==> src/rtl/gcn_pkg.sv <==
// Shared types and constants for the GCN transformation stage.
package gcn_pkg;

  typedef enum logic [2:0] {
    IDLE,
    READ_WEIGHTS,
    READ_FEATURE,
    COMPUTE,
    DONE
  } state_t;

  // Feature rows live above the weight columns in the shared read space.
  localparam logic [12:0] FEATURE_BASE = 13'h200;

endpackage

==> src/rtl/gcn_mod_counter.sv <==
// Modulo-N counter with enable, synchronous clear and terminal-count flag.
module gcn_mod_counter #(
  parameter int N = 3,
  parameter int W = (N > 1) ? $clog2(N) : 1
) (
  input  logic         clk,
  input  logic         reset,
  input  logic         en,
  input  logic         clr,
  output logic [W-1:0] count,
  output logic         tc
);

  logic [W-1:0] count_q;
  logic [W-1:0] count_d;

  assign tc    = (count_q == W'(N - 1));
  assign count = count_q;

  // Wrap explicitly at N-1 so non-power-of-two limits never overrun.
  always_comb begin
    count_d = count_q;
    if (clr) begin
      count_d = '0;
    end else if (en) begin
      count_d = tc ? '0 : count_q + 1'b1;
    end
  end

  always_ff @(posedge clk or posedge reset) begin
    if (reset) begin
      count_q <= '0;
    end else begin
      count_q <= count_d;
    end
  end

endmodule

==> src/rtl/gcn_transform_fsm.sv <==
// Sequences weight load, per-row feature load and product writes for the
// feature-by-weight transformation stage.
module gcn_transform_fsm
  import gcn_pkg::*;
#(
  parameter int FEATURE_ROWS          = 6,
  parameter int WEIGHT_COLS           = 3,
  parameter int ADDRESS_WIDTH         = 13,
  parameter int COUNTER_FEATURE_WIDTH = $clog2(FEATURE_ROWS),
  parameter int COUNTER_WEIGHT_WIDTH  = $clog2(WEIGHT_COLS)
) (
  input  logic                             clk,
  input  logic                             reset,
  input  logic                             start,
  output logic                             enable_read,
  output logic [ADDRESS_WIDTH-1:0]         read_address,
  output logic                             enable_write_weight,
  output logic                             enable_scratch_pad,
  output logic                             enable_write_fm_wm_prod,
  output logic [COUNTER_WEIGHT_WIDTH-1:0]  weight_count,
  output logic [COUNTER_FEATURE_WIDTH-1:0] feature_count,
  output logic                             done_trans
);

  state_t state_q;
  state_t state_d;

  logic [COUNTER_WEIGHT_WIDTH-1:0]  weight_cnt;
  logic [COUNTER_FEATURE_WIDTH-1:0] feature_cnt;
  logic weight_tc;
  logic feature_tc;
  logic weight_en;
  logic feature_en;
  logic cnt_clr;

  assign weight_en  = (state_q == READ_WEIGHTS) || (state_q == COMPUTE);
  // The row counter also advances on the final row so it lands back on 0 for DONE.
  assign feature_en = (state_q == COMPUTE) && weight_tc;
  assign cnt_clr    = (state_q == IDLE) || (state_q == DONE);

  gcn_mod_counter #(
    .N (WEIGHT_COLS),
    .W (COUNTER_WEIGHT_WIDTH)
  ) u_weight_cnt (
    .clk   (clk),
    .reset (reset),
    .en    (weight_en),
    .clr   (cnt_clr),
    .count (weight_cnt),
    .tc    (weight_tc)
  );

  gcn_mod_counter #(
    .N (FEATURE_ROWS),
    .W (COUNTER_FEATURE_WIDTH)
  ) u_feature_cnt (
    .clk   (clk),
    .reset (reset),
    .en    (feature_en),
    .clr   (cnt_clr),
    .count (feature_cnt),
    .tc    (feature_tc)
  );

  always_ff @(posedge clk or posedge reset) begin
    if (reset) begin
      state_q <= IDLE;
    end else begin
      state_q <= state_d;
    end
  end

  always_comb begin
    state_d = state_q;
    unique case (state_q)
      IDLE:         if (start) state_d = READ_WEIGHTS;
      READ_WEIGHTS: if (weight_tc) state_d = READ_FEATURE;
      READ_FEATURE: state_d = COMPUTE;
      COMPUTE:      if (weight_tc) state_d = feature_tc ? DONE : READ_FEATURE;
      DONE:         if (!start) state_d = IDLE;
      default:      state_d = IDLE;
    endcase
  end

  always_comb begin
    enable_read             = 1'b0;
    read_address            = '0;
    enable_write_weight     = 1'b0;
    enable_scratch_pad      = 1'b0;
    enable_write_fm_wm_prod = 1'b0;
    done_trans              = 1'b0;
    weight_count            = weight_cnt;
    feature_count           = feature_cnt;
    unique case (state_q)
      READ_WEIGHTS: begin
        enable_read         = 1'b1;
        read_address        = ADDRESS_WIDTH'(weight_cnt);
        enable_write_weight = 1'b1;
      end
      READ_FEATURE: begin
        enable_read        = 1'b1;
        read_address       = ADDRESS_WIDTH'(FEATURE_BASE) + ADDRESS_WIDTH'(feature_cnt);
        enable_scratch_pad = 1'b1;
      end
      COMPUTE: enable_write_fm_wm_prod = 1'b1;
      DONE:    done_trans = 1'b1;
      default: ;
    endcase
  end

endmodule

==> config.mk <==
export PLATFORM = sky130hd
export DESIGN_NAME = gcn_transform_fsm
export DESIGN_NICKNAME = d
export VERILOG_FILES = /design/src/rtl/gcn_pkg.sv /design/src/rtl/gcn_mod_counter.sv /design/src/rtl/gcn_transform_fsm.sv
export SDC_FILE = /design/constraint.sdc
export NUM_CORES = 1
export LEC_CHECK = 0
export CAP_MARGIN = 40
export CORE_MARGIN = 2
export CORE_UTILIZATION = 40
export DETAILED_ROUTE_END_ITERATION = 8
export GPL_TIMING_DRIVEN = 0
export PLACE_DENSITY_LB_ADDON = 0.2
export SYNTH_ARGS = -nofsm -noshare
export SYNTH_HDL_FRONTEND = slang
export SYNTH_SLANG_ARGS = --single-unit
==> constraint.sdc <==
create_clock -name clk -period 1.7 [get_ports clk]
set_input_delay 0.17 -clock clk [delete_from_list [all_inputs] [get_ports clk]]
set_output_delay 0.17 -clock clk [all_outputs]
set_load 0.01 [all_outputs]
==> summary.txt <==
STA
  – RSZ-0062 raised after global routing: no
  – Final Hold Slack: 0.1512 ns
  – Setup TNS: 0 ns
  – Fin crit period: 1.609 ns
  – Final period util: 0.9464
  – FMAX: 621.6 MHz
  – Setup Skew: 0.002487 ns
  – Max-slew violations: 0
  – Fin. Hold Viols: 0
  – Final setup vio count: 0
  – Setup WS post-layout: 0.09117 ns

Detailed routing
  – Final ANT Viol Nets: 0
  – Top sig layer: met4
  – Post-DR wirelength/cell: 12.08 um
  – Met1 Wirelength: 536 um
  – Routed wl met2: 634 um
  – Total Wirelength: 1305 um
  – Remaining DRCs: 0
  – 1st-pass router iterations: 4
  – DR vias: 556
  – WL met3: 103 um
  – DRT iter0 DRCs: 12
  – Vias/cell: 5.148

CTS
  – Clock tree buffer depth: 2
  – Htree depth: 1
  – Hold-fix buffers, CTS: 0
  – Clock slew at reported path FFs: 0.05 ns
  – CTS Buf Count: 3
  – TritonCTS sink count: 8
  – Root Driver: clkbuf_4
  – Clock latency on the worst-skew pair: 0.26 ns
  – CTS tree: yes
  – Post CTS Setup Buffer Count: 0

Floorplanning
  – Starting Density: 0.4362
  – Row count: 13
  – Total die area: 0.001776 mm^2
  – Core area: 0.001334 mm^2
  – Ports: 26
  – Die height: 42.14 um
  – Die Width: 42.14 um

Synthesis
  – Yosys warns: 0
  – Syn Area/Cell: 8.815 um^2
  – Netlist cell types: 29
  – Mapped Cells: 66
  – #FFs+latches synth: 8
  – Synthesized area: 581.8 um^2
  – Sequential cell area fraction in the yosys report: 0.3441

Run status
  – Status: completed

Setup path
  – Crit end category: output pin
  – Flop-to-flop setup slack: 0.27 ns
  – R2r endpoint: state_q[1]
  – Crit path DAT: 1.44 ns
  – CP max FO: 10
  – Crit Path Category: reg2out
  – R2R cell count: 3
  – Reg2reg start: u_weight_cnt.count[0]
  – CP required: 1.53 ns
  – Startpoint types: flop

Global route
  – Total Routing Usage GR: 0.1723
  – Number of global-route vias before repair: 514
  – Grt ovf: 0
  – Largest net degree at the start of global routing: 11
  – First-pass GRT wire length: 2318 um
  – Initial antenna violation count: 0

Final layout
  – Final net count: 98
  – Area growth syn-to-layout: 43.23%
  – Fill count: 112
  – Post-route design area: 833.3 um^2
  – Ant diodes: 0
  – Multi-input combinational cell area: 327.8 um^2
  – Sequential cell area: 201.4 um^2
  – Share of post-route cells with drive strength above 1: 0.3011
  – Commonest cells after routing, fill and taps aside: buf_4, conb_1, clkdlybuf4s50_1, dfrtp_1, dlygate4sd2_1
  – Non-Filler Instances: 108
  – Commonest non-fill, non-tap cell in the layout: buf_4

Placed design
  – Placed inst area: 790.8 um^2
  – Global placer's final weighted congestion: 0.7635
  – Post-Place Worst Slack: -0.01987 ns
  – Final HPWL DP: 934.2 um
  – Port Buffer Count: 16
  – DP Cell Count: 105

Power and ir drop
  – Leak: 0.4075 nW
  – Peak supply drop: 0.7053 mV
  – Power Density: 1626 mW/mm^2

Run
  – Max_cap viols: 0

Min path
  – Min-Delay Path Class: in2async
-- routing by layer --
| layer | vias to the layer above | track usage |
|---|---|---|
| met5 | - | 0 |
| met4 | 0 | 0.1125 |
| met3 | 5 | 0.02586 |
| met2 | 28 | 0.2719 |
| met1 | 250 | 0.2169 |
| li1 | 273 | - |
-- cells in the mapped netlist --
library cell / instances / share of area
nor3_1: 5 / 0.043
inv_1: 3 / 0.019
buf_2: 3 / 0.026
buf_4: 9 / 0.12
o31ai_1: 1 / 0.013
nand4b_4: 1 / 0.041
nor3b_1: 1 / 0.013
or3_1: 1 / 0.011
o221a_1: 1 / 0.019
conb_1: 1 / 0.0064
mux2_2: 1 / 0.019
nand2_1: 4 / 0.026
o22ai_1: 1 / 0.011
nor2b_1: 2 / 0.022
o41ai_1: 1 / 0.015
inv_2: 2 / 0.013
nand3_1: 1 / 0.0086
nand2b_1: 1 / 0.011
buf_1: 1 / 0.0064
a21oi_1: 5 / 0.043
dfrtp_1: 8 / 0.34
nor4_1: 1 / 0.011
xnor2_1: 1 / 0.015
a22o_1: 2 / 0.030
or4_1: 1 / 0.013
o21bai_1: 1 / 0.013
nor3b_2: 2 / 0.043
nor2_1: 3 / 0.019
o221ai_1: 2 / 0.030
-- report_power, final --
group	total [mW]	leakage, nW	switching [mW]	internal (mW)
clock	0.150	0.0138	0.0687	0.0810
combinational	0.816	0.299	0.389	0.427
sequential	0.389	0.0943	0.123	0.266
total	1.35	0.407	0.581	0.774
-- flip-flops by register name, indices dropped and copies added, names as in the netlist --
name and flops:
state_q 3, u_feature_cnt.count 3, u_weight_cnt.count 2
-- per-stage QoR --
| step | util | power (mW) |
|---|---|---|
| 2_1_floorplan | - | 0.8459 |
| 3_3_place_gp | 0.5929 | 1.193 |
| 3_5_place_dp | 0.5929 | 1.209 |
| 4_1_cts | 0.6229 | 1.358 |
| 5_1_grt | 0.6248 | 1.460 |
| 6_report | 0.6248 | 1.355 |
-- cells by family (layout without fill, tap and decap cells) --
kind of cell           count (synthesis)  after routing  synth area share
AO/OA/AOI/OAI                         14             14            0.1742
XOR/XNOR                               1              1           0.01506
buffers and inverters                 18             37            0.1806
flip-flops                             8              8            0.3441
multiplexers                           1              1           0.01935
other                                  1              9          0.006445
AND/OR/NAND/NOR                       23             23            0.2602
-- critical path, cell delays in order (launching register included) --
cell and delay (ns):
dfrtp_1 0.35, clkbuf_4 0.19, buf_6 0.16, xnor2_1 0.16, nor2_1 0.05, dlygate4sd2_1 0.28
-- area by class of cell --
cell class | instances | share of cell area
inverter | 5 | 0.02252
tap | 15 | 0.02252
buffer | 13 | 0.1186
multi-input combinational | 48 | 0.3934
timing repair buffer | 16 | 0.1742
clock buffer | 3 | 0.02703
sequential | 8 | 0.2417
-- repair_timing --
item                       CTS  global route
gates cloned                 0             0
pin swaps                    0             0
setup endpoints to repair    9             5
resized for setup           18             7
-- how the worst max path moves through the flow --
stage,endpoint,cells after the start,from,slack (ns)
final,enable_read,5,state_q[0],0.09
after global routing,read_address[1],4,state_q[0],0.004
after floorplan,state_q[1],3,u_weight_cnt.count[0],0.35
after global placement,read_address[2],4,state_q[0],-0.02
after detailed placement,done_trans,4,state_q[2],-0.02
after CTS,enable_write_fm_wm_prod,3,state_q[2],-0.003
No activity file was read; power rests on OpenSTA's default activity.
